==> config.mk <==
export PLATFORM = sky130hd
export DESIGN_NAME = caxi4interconnect_slv_rd_arb
export DESIGN_NICKNAME = d
export VERILOG_FILES = /design/src/rtl/caxi4interconnect_slv_rd_arb.sv
export SDC_FILE = /design/constraint.sdc
export NUM_CORES = 1
export LEC_CHECK = 0
export BUFFER_PORTS_ARGS = -buffer_cell sky130_fd_sc_hd__buf_2
export CAP_MARGIN = 15
export CORE_MARGIN = 2
export CORE_UTILIZATION = 51
export CTS_BUF_LIST = sky130_fd_sc_hd__clkbuf_4 sky130_fd_sc_hd__clkbuf_8
export CTS_CLUSTER_DIAMETER = 150
export DETAILED_ROUTE_END_ITERATION = 8
export PLACE_DENSITY = 0.77
export SLEW_MARGIN = 20
export SYNTH_ARGS = -nofsm -noshare
export SYNTH_HDL_FRONTEND = slang
export SYNTH_SLANG_ARGS = --single-unit
==> constraint.sdc <==
create_clock -name ACLK -period 2.8 [get_ports ACLK]
set_clock_uncertainty 0.05 [all_clocks]
set_input_delay 0 -clock ACLK [delete_from_list [all_inputs] [get_ports ACLK]]
set_output_delay 0 -clock ACLK [all_outputs]
set_load 0.01 [all_outputs]
==> src/rtl/caxi4interconnect_slv_rd_arb.sv <==
// rtl/caxi4interconnect_slv_rd_arb.sv - slave-port read-address round-robin arbiter with in-order response router
module caxi4interconnect_slv_rd_arb #(
    parameter int NUM_REQ          = 4,
    parameter int ID_WIDTH         = 1,
    parameter int ORDER_DEPTH_LOG2 = 3,
    localparam int GW              = (NUM_REQ > 2) ? $clog2(NUM_REQ) : 1
) (
    input  logic                          ACLK,
    input  logic                          ARESETN,
    input  logic [NUM_REQ*ID_WIDTH-1:0]   REQ_AID,
    input  logic [NUM_REQ-1:0]            REQ_AVALID,
    output logic [NUM_REQ-1:0]            REQ_AREADY,
    output logic [GW-1:0]                 GRANT_IDX,
    output logic [ID_WIDTH-1:0]           SLAVE_AID,
    output logic                          SLAVE_AVALID,
    input  logic                          SLAVE_AREADY,
    input  logic                          SLAVE_RVALID,
    input  logic                          SLAVE_RLAST,
    output logic                          SLAVE_RREADY,
    output logic [NUM_REQ-1:0]            REQ_RVALID,
    input  logic [NUM_REQ-1:0]            REQ_RREADY,
    output logic [ID_WIDTH-1:0]           REQ_RID,
    output logic [ORDER_DEPTH_LOG2:0]     OUTSTANDING,
    output logic                          PROT_ERR
);

    localparam int DEPTH = 1 << ORDER_DEPTH_LOG2;
    localparam logic [ORDER_DEPTH_LOG2:0] FULL_COUNT = {1'b1, {ORDER_DEPTH_LOG2{1'b0}}};

    typedef enum logic {IDLE, ISSUE} stateT;

    stateT                       state;
    logic [GW-1:0]               lastIdx;
    logic [GW-1:0]               winner;
    logic                        anyReq;
    logic                        foundHi;
    logic                        foundLo;
    logic [GW-1:0]               winHi;
    logic [GW-1:0]               winLo;
    logic [ID_WIDTH-1:0]         grantAid;
    logic [GW-1:0]               fifoIdx [DEPTH];
    logic [ID_WIDTH-1:0]         fifoId  [DEPTH];
    logic [ORDER_DEPTH_LOG2-1:0] wrPtr;
    logic [ORDER_DEPTH_LOG2-1:0] rdPtr;
    logic [GW-1:0]               headIdx;
    logic                        empty;
    logic                        full;
    logic                        push;
    logic                        pop;

    assign empty     = (OUTSTANDING == '0);
    assign full      = (OUTSTANDING == FULL_COUNT);
    assign anyReq    = |REQ_AVALID;
    assign headIdx   = fifoIdx[rdPtr];
    assign SLAVE_AID = '0;
    assign push      = (state == ISSUE) && SLAVE_AREADY;
    assign pop       = SLAVE_RVALID && SLAVE_RREADY && SLAVE_RLAST;
    assign REQ_RID   = empty ? '0 : fifoId[rdPtr];

    // Round robin: first requester above lastIdx wins, otherwise wrap to the lowest one.
    always_comb begin
        foundHi = 1'b0;
        foundLo = 1'b0;
        winHi   = '0;
        winLo   = '0;
        for (int i = 0; i < NUM_REQ; i++) begin
            if (REQ_AVALID[i] && !foundHi && (GW'(i) > lastIdx)) begin
                foundHi = 1'b1;
                winHi   = GW'(i);
            end
            if (REQ_AVALID[i] && !foundLo) begin
                foundLo = 1'b1;
                winLo   = GW'(i);
            end
        end
        winner = foundHi ? winHi : winLo;
    end

    always_comb begin
        grantAid     = '0;
        REQ_AREADY   = '0;
        REQ_RVALID   = '0;
        SLAVE_RREADY = 1'b0;
        for (int i = 0; i < NUM_REQ; i++) begin
            if (GW'(i) == GRANT_IDX) begin
                grantAid      = REQ_AID[i*ID_WIDTH +: ID_WIDTH];
                REQ_AREADY[i] = (state == ISSUE) && SLAVE_AREADY;
            end
            if (!empty && (GW'(i) == headIdx)) begin
                REQ_RVALID[i] = SLAVE_RVALID;
                SLAVE_RREADY  = REQ_RREADY[i];
            end
        end
    end

    always_ff @(posedge ACLK or negedge ARESETN) begin
        if (!ARESETN) begin
            state        <= IDLE;
            lastIdx      <= GW'(NUM_REQ - 1);
            GRANT_IDX    <= '0;
            SLAVE_AVALID <= 1'b0;
        end else begin
            case (state)
                IDLE: begin
                    if (anyReq && !full) begin
                        GRANT_IDX    <= winner;
                        SLAVE_AVALID <= 1'b1;
                        state        <= ISSUE;
                    end
                end
                ISSUE: begin
                    // Grant stays locked until the slave accepts, even if AVALID drops.
                    if (SLAVE_AREADY) begin
                        lastIdx      <= GRANT_IDX;
                        SLAVE_AVALID <= 1'b0;
                        state        <= IDLE;
                    end
                end
                default: state <= IDLE;
            endcase
        end
    end

    always_ff @(posedge ACLK) begin
        if (push) begin
            fifoIdx[wrPtr] <= GRANT_IDX;
            fifoId[wrPtr]  <= grantAid;
        end
    end

    always_ff @(posedge ACLK or negedge ARESETN) begin
        if (!ARESETN) begin
            wrPtr       <= '0;
            rdPtr       <= '0;
            OUTSTANDING <= '0;
            PROT_ERR    <= 1'b0;
        end else begin
            if (push) wrPtr <= wrPtr + 1'b1;
            if (pop)  rdPtr <= rdPtr + 1'b1;
            case ({push, pop})
                2'b10:   OUTSTANDING <= OUTSTANDING + 1'b1;
                2'b01:   OUTSTANDING <= OUTSTANDING - 1'b1;
                default: OUTSTANDING <= OUTSTANDING;
            endcase
            if (SLAVE_RVALID && empty) PROT_ERR <= 1'b1;
        end
    end

endmodule

==> qor.csv, run 1 <==
metric;value;unit
dr.pass1.iters;4;
power;2670;uW
synthDistinctLibCells;34;
max_freq;345;MHz
worstReg2RegEnd;OUTSTANDING[3];
synth_ff_type;edfxtp_1;
holdCritPathClass;primary input to flop;
rrSetupSlack;-0.1;ns
period_needed;2.90;ns
port_buffers;34;
final_hold_viol_count;0;
core;3690;um^2
synthCells;147;
yosysTopAreaCell;edfxtp_1;
fin_util;65.3;%
cts_buffers;5;
final-max-slew-violation-count;0;
cpMaxStageDelayCell;mux4_2;
setup_viol;1;
holdPathStages;4;
globalplace.congestion;0.808;
tns;-0.0957;ns
synth_top_area_share;36.8;%
vias_per_cell;5.28;
cp_max_fo;10;
crit_arrival;3.02;ns
area_growth;22.9;%
worstPathCellList;buf_12, mux2i_1, mux4_2, mux4_2, nand2_2, inv_2, ha_4, ha_4, a21o_1, a21oi_2, xnor2_1, nor2_1, xor2_1;
critPathTopFamily;multiplexers;
max_slew_margin;64.2;%
setup_ws;-0.0957;ns
h-tree-depth;2;
min_to;GRANT_IDX[0];
yosysSeqAreaShare;58.7;%
violations;negative setup slack;
synthTopCellsByArea;edfxtp_1 37%, dfrtp_1 19%, mux4_1 5.4%;
grt_pass1_wl;6000;um
placed_cells;234;
crit-reg2reg-launch;rdPtr[0];
critPathRequiredTime;2.93;ns
hpwlAfterDp;2800;um
dieArea;4350;um^2
grt_start_max_net_pins;18;
initial_core_util;53.1;%
clk_pin_slew;0.08;ns
fp.dieW;66.0;um
cts_buffer_depth;2;
drt_wl_total;3740;um
worst-path-buf-inv;2;
worst_pin_slew;0.533;ns
grt.overflow.total;0;
die_height;66.0;um
synth-edff-count;24;
worst_r2r_path_depth;13;
max_stage_delay;0.49;ns
syn_avg_cell_area;13.3;um^2
ir_worst_vdd;0.000558;V
vias;1314;
holdCritStartpoint;REQ_AVALID[0];
grt_usage;19.1;%
synth_fp_nets;170;
rows;22;
ios;36;
grt_pass1_vias;1338;
synth_warnings;0;
nets;223;
outcome;complete, but fails checks;
startpoint_type;flop;
ant_nets;0;
synth_seq_cells;41;
rsz0062_at_grt;true;
powerDensity;1110;nW/um^2
insertedDiodeCount;0;
drive_above_1_share;34.8;%
maxCapViolations;0;
clock-sinks;41;
timing.final.crit_share;103;%
drc_errors;0;
stdcell_count;249;
antenna_found_initial;0;
drt_iter0_markers;64;
end_kind;flop;
wl_per_cell;15.0;um
synthesis.area;1960;um^2
path_class;flop to flop;
cts_tree;built;
p_leak;0.00103;uW
cts_root_buf;clkbuf_8;
synthArstFlopShare;41.5;%
insertion_delay;0.29;ns
fill_cells;291;
-- metal layers --
layer	track usage (%)	share of wire, %	up-vias
li1	-	-	637
met1	22.6	42	621
met2	33.1	52	49
met3	4.26	5.5	7
met4	8.93	1.2	0
met5	0	0	-
-- registers in the layout (all words and copies together) (netlist names) --
name          flops
fifoIdx          16
fifoId            8
OUTSTANDING       4
rdPtr             3
wrPtr             3
GRANT_IDX         2
lastIdx           2
PROT_ERR          1
SLAVE_AVALID      1
state             1
-- power by group --
group          switching [uW]  total [uW]  internal [uW]  leakage, uW
Clock                     187         382            195    0.0000486
Sequential                185        1060            871     0.000408
Combinational             578        1230            650     0.000576
-- per-stage QoR --
stage	instance area, um^2	hold slack [ns]	worst slack (ns)
finish	2410	0.0350	-0.0957
global route	2410	0.0471	-0.259
CTS	2390	0.0231	-0.110
detailed placement	2260	-0.0937	-0.148
global placement	2260	-0.106	-0.0657
floorplan	1980	-0.346	-0.0571
-- worst max path at each step --
| stage | cells after the start | slack [ns] | from | endpoint |
|---|---|---|---|---|
| global placement | 13 | -0.07 | rdPtr[0] | OUTSTANDING[3] |
| floorplan | 13 | -0.06 | rdPtr[0] | OUTSTANDING[3] |
| CTS | 13 | -0.11 | rdPtr[0] | OUTSTANDING[3] |
| global route | 13 | -0.26 | rdPtr[0] | OUTSTANDING[3] |
| detailed placement | 13 | -0.15 | rdPtr[0] | OUTSTANDING[3] |
| finish | 13 | -0.1 | rdPtr[0] | OUTSTANDING[3] |
-- placed cells by master (no fill, tap or decap), drive strengths merged --
| cell type | instances |
|---|---|
| a21o | 4 |
| a21oi | 7 |
| a221oi | 1 |
| and2 | 1 |
| and3 | 1 |
| buf | 45 |
| clkbuf | 6 |
| clkinv | 2 |
| conb | 1 |
| dfrtp | 15 |
| dfstp | 2 |
| dlygate4sd3 | 3 |
| edfxtp | 24 |
| fa | 1 |
| ha | 5 |
| inv | 8 |
| mux2 | 2 |
| mux2i | 8 |
| mux4 | 7 |
| nand2 | 10 |
| nand2b | 5 |
| nand3 | 5 |
| nor2 | 18 |
| nor3 | 5 |
| nor4 | 1 |
| o21ai | 3 |
| o22ai | 1 |
| o41a | 1 |
| or2 | 1 |
| or3b | 1 |
| xnor2 | 5 |
| xor2 | 2 |
-- what timing repair did --
action	in CTS	in global routing
hold buffers	3	0
gates resized for setup	1	0
pin swaps	1	1
hold endpoints to repair	21	0
setup buffers	2	2
setup endpoints to repair	3	3
-- synth_stat cells (2+ instances only) --
library cell and count:
edfxtp_1 24, nor3_1 5, o21ai_0 3, nand3_1 5, dfrtp_1 15, mux2i_1 7, mux4_1 4, inv_1 8
nand2_1 9, mux4_2 3, xnor2_1 5, nor2_1 18, ha_1 5, a21oi_1 7, a21o_1 4, dfstp_2 2
xor2_1 2, nand2b_1 5
-- worst min-delay path: stages --
cell     delay, ns
buf_2         0.11
a21oi_1       0.05
nor2_1        0.10
a21oi_1       0.07
-- cells by family after synthesis --
kind of cell,after synthesis,synth area share (%)
AOI/OAI and AO/OA,17,5.43
buffers and inverters,10,2.49
adders and majority gates,6,4.22
DFF,41,58.7
other,1,0.192
and+or+nand+nor,48,11.4
muxes,17,14.4
xor gates and xnor gates,7,3.13
-- final cells by class --
cell class | count | area (um^2) | area share, %
sequential | 41 | 1150 | 47.7
multi-input combinational | 96 | 782 | 32.5
timing repair buffer | 48 | 295 | 12.3
clock inverter | 2 | 8.76 | 0.364
inverter | 8 | 30.0 | 1.25
clock buffer | 6 | 82.6 | 3.43
tap | 48 | 60.1 | 2.49
Power figures use the tool's default switching activity.
==> run 2, diff against run 1 <==
- CORE_UTILIZATION: 51 -> 50
- PLACE_DENSITY: 0.77 -> 0.76
- SETUP_SLACK_MARGIN: not set -> 0.5
==> run 2 against run 1 <==
Net effect:
- the run still ends with negative setup slack left
- worst hold slack improved by 0.0077 ns
- largest cell class unchanged
- highest routed layer unchanged
- setup slack got worse by 0.076 ns
- cell area increased by 8.1%
- via count increased by 7.6%
==> qor.csv, run 2 (synthesis gave the netlist of run 1 again) <==
metric;value;unit;change
outcome;complete, but fails checks;;unchanged
violations;negative setup slack;;unchanged
stdcell_count;265;;was 249
cp_max_fo;6;;was 10
clkPwrFrac;12.3;%;was 14.3%
dieArea;4430;um^2;was 4350 um^2
rsz0062_at_grt;true;;unchanged
max_slew_margin;60.3;%;was 64.2%
powerDensity;1170;nW/um^2;was 1110 nW/um^2
p_seq_share;35.9;%;was 39.6%
fin_util;70.0;%;was 65.3%
whs;0.0426;ns;was 0.0350 ns
antenna_found_initial;0;;unchanged
worst-path-buf-inv;2;;unchanged
stdcell_area;2600;um^2;was 2410 um^2
fill_cells;262;;was 291
port_buffers;34;;unchanged
final-max-slew-violation-count;0;;unchanged
p_int;1960;uW;was 1720 uW
cts_buffers;5;;unchanged
grt_start_max_net_pins;18;;unchanged
final_hold_viol_count;0;;unchanged
maxCapViolations;0;;unchanged
critPathRequiredTime;2.92;ns;was 2.93 ns
drc_errors;0;;unchanged
setup_viol;3;;was 1
cts_root_buf;clkbuf_8;;unchanged
end_kind;flop;;unchanged
insertion_delay;0.29;ns;about the same
placed_cell_area;2260;um^2;unchanged
largest_reg_flops;16;;unchanged
cts_buffer_depth;2;;unchanged
fp.dieW;66.6;um;was 66.0 um
initial_core_util;52.7;%;was 53.1%
dr.pass1.iters;4;;unchanged
placed_cells;234;;unchanged
area_growth;32.9;%;was 22.9%
core;3720;um^2;was 3690 um^2
setup_ws;-0.172;ns;was -0.0957 ns
wl_per_cell;16.0;um;was 15.0 um
grt.overflow.total;0;;unchanged
grt_pass1_wl;6840;um;was 6000 um
rrSetupSlack;-0.17;ns;was -0.1 ns
rows;22;;unchanged
hpwlAfterDp;2790;um;was 2800 um
vias_per_cell;5.34;;was 5.28
reg_top3;fifoIdx x16, fifoId x8, OUTSTANDING x4;;unchanged
final_cell_mix;34 x buf_2, 24 x edfxtp_1, 17 x nor2_1;;was 34 x buf_2, 24 x edfxtp_1, 18 x nor2_1
p_switching;1080;uW;was 950 uW
path_class;flop to flop;;unchanged
drt_wl_total;4250;um;was 3740 um
grt_pass1_vias;1408;;was 1338
ir_worst_vdd;0.000585;V;was 0.000558 V
holdCritPathClass;primary input to flop;;unchanged
top_register;fifoIdx;;unchanged
globalplace.congestion;0.765;;was 0.808
p_leak;0.00113;uW;was 0.00103 uW
combPwrFrac;51.8;%;was 46.1%
worst_r2r_path_depth;13;;unchanged
critical_path.startpoint;rdPtr[0];;unchanged
clock-sinks;41;;unchanged
drive_above_1_share;42.9;%;was 34.8%
die_height;66.6;um;was 66.0 um
clk_pin_slew;0.08;ns;about the same
ios;36;;unchanged
cp.depth;13;;unchanged
max_stage_delay;0.51;ns;was 0.49 ns
place_ws;-0.136;ns;was -0.148 ns
drt_iter0_markers;49;;was 64
worstReg2RegEnd;OUTSTANDING[3];;unchanged
swShare;35.5;%;was 35.6%
nets;239;;was 223
final_common_cell;buf_2;;unchanged
ant_nets;0;;unchanged
cpMaxStageDelayCell;mux4_2;;unchanged
crit_arrival;3.10;ns;was 3.02 ns
vias;1414;;was 1314
cp-endpoint;OUTSTANDING[3];;unchanged
h-tree-depth;2;;unchanged
timing.final.crit_share;106;%;was 103%
cts_tree;built;;unchanged
critPathTopFamily;multiplexers;;unchanged
max_freq;337;MHz;was 345 MHz
worst_pin_slew;0.591;ns;was 0.533 ns
insertedDiodeCount;0;;unchanged
grt_usage;21.5;%;was 19.1%
period_needed;2.97;ns;was 2.90 ns
worstPathCellList;buf_12, mux2i_1, mux4_2, mux4_2, nand2_2, inv_2, ha_4, ha_4, a21o_1, a21oi_2, xnor2_1, nor2_1, xor2_1;;unchanged
startpoint_type;flop;;unchanged
crit-reg2reg-launch;rdPtr[0];;unchanged
[run 2: cell type report]
type	count	area, um^2	area share (%)
clock buffer	6	76.3	2.93
clock inverter	2	10.0	0.385
inverter	8	32.5	1.25
multi-input combinational	96	807	31.0
sequential	41	1150	44.1
tap	48	60.1	2.31
timing repair buffer	64	468	18.0
[run 2: power groups by stage]
stage          clock network, uW  logic (uW)  registers [uW]
4_1_cts                      387        1490            1090
3_3_place_gp                   0        1080            1080
5_1_grt                      414        1710            1120
2_1_floorplan                  0         737            1070
6_report                     375        1580            1090
3_5_place_dp                   0        1130            1090
[run 2: per-stage QoR]
stage,setup TNS [ns],total power (uW)
global placement,-0.0516,2160
floorplan,-0.0571,1810
CTS,-0.159,2960
finish,-0.367,3040
global route,-0.799,3240
detailed placement,-0.178,2230
[run 2: worst register-to-register path: cells and delay by family, from the launching register on]
family | cells | cell delay [ns]
and+or+nand+nor | 2 | 0.17
AOI/OAI and AO/OA | 2 | 0.29
muxes | 3 | 1.13
DFF | 1 | 0.40
xor gates and xnor gates | 2 | 0.26
buffers and inverters | 2 | 0.19
adders and majority gates | 2 | 0.37
[run 2: worst min-delay path by stage]
stage	startpoint	to	slack, ns	depth (start not counted)
after CTS	REQ_AVALID[1]	GRANT_IDX[1]	0.03	4
after floorplan	ARESETN	GRANT_IDX[0]	-0.35	0
after global placement	ARESETN	SLAVE_AVALID	-0.10	1
final	REQ_AVALID[0]	GRANT_IDX[0]	0.04	4
after detailed placement	ARESETN	state	-0.09	1
after global routing	REQ_AVALID[1]	GRANT_IDX[1]	0.04	4
[run 2: timing repair]
item / CTS / global route
gates resized for setup: 19 / 5
pin swaps: 6 / 3
gates cloned: 0 / 0
hold buffers: 3 / 0
hold endpoints to repair: 21 / 0
endpoints found under the setup margin: 8 / 11
setup buffers: 16 / 4
[run 2: routing by layer]
metal / vias to the layer above / global-route usage (%) / part of all wire (%)
met5: - / 0 / 0
met4: 0 / 9.18 / 3.0
met1: 679 / 27.3 / 42
li1: 673 / - / -
met3: 13 / 5.24 / 6.0
met2: 49 / 35.1 / 49
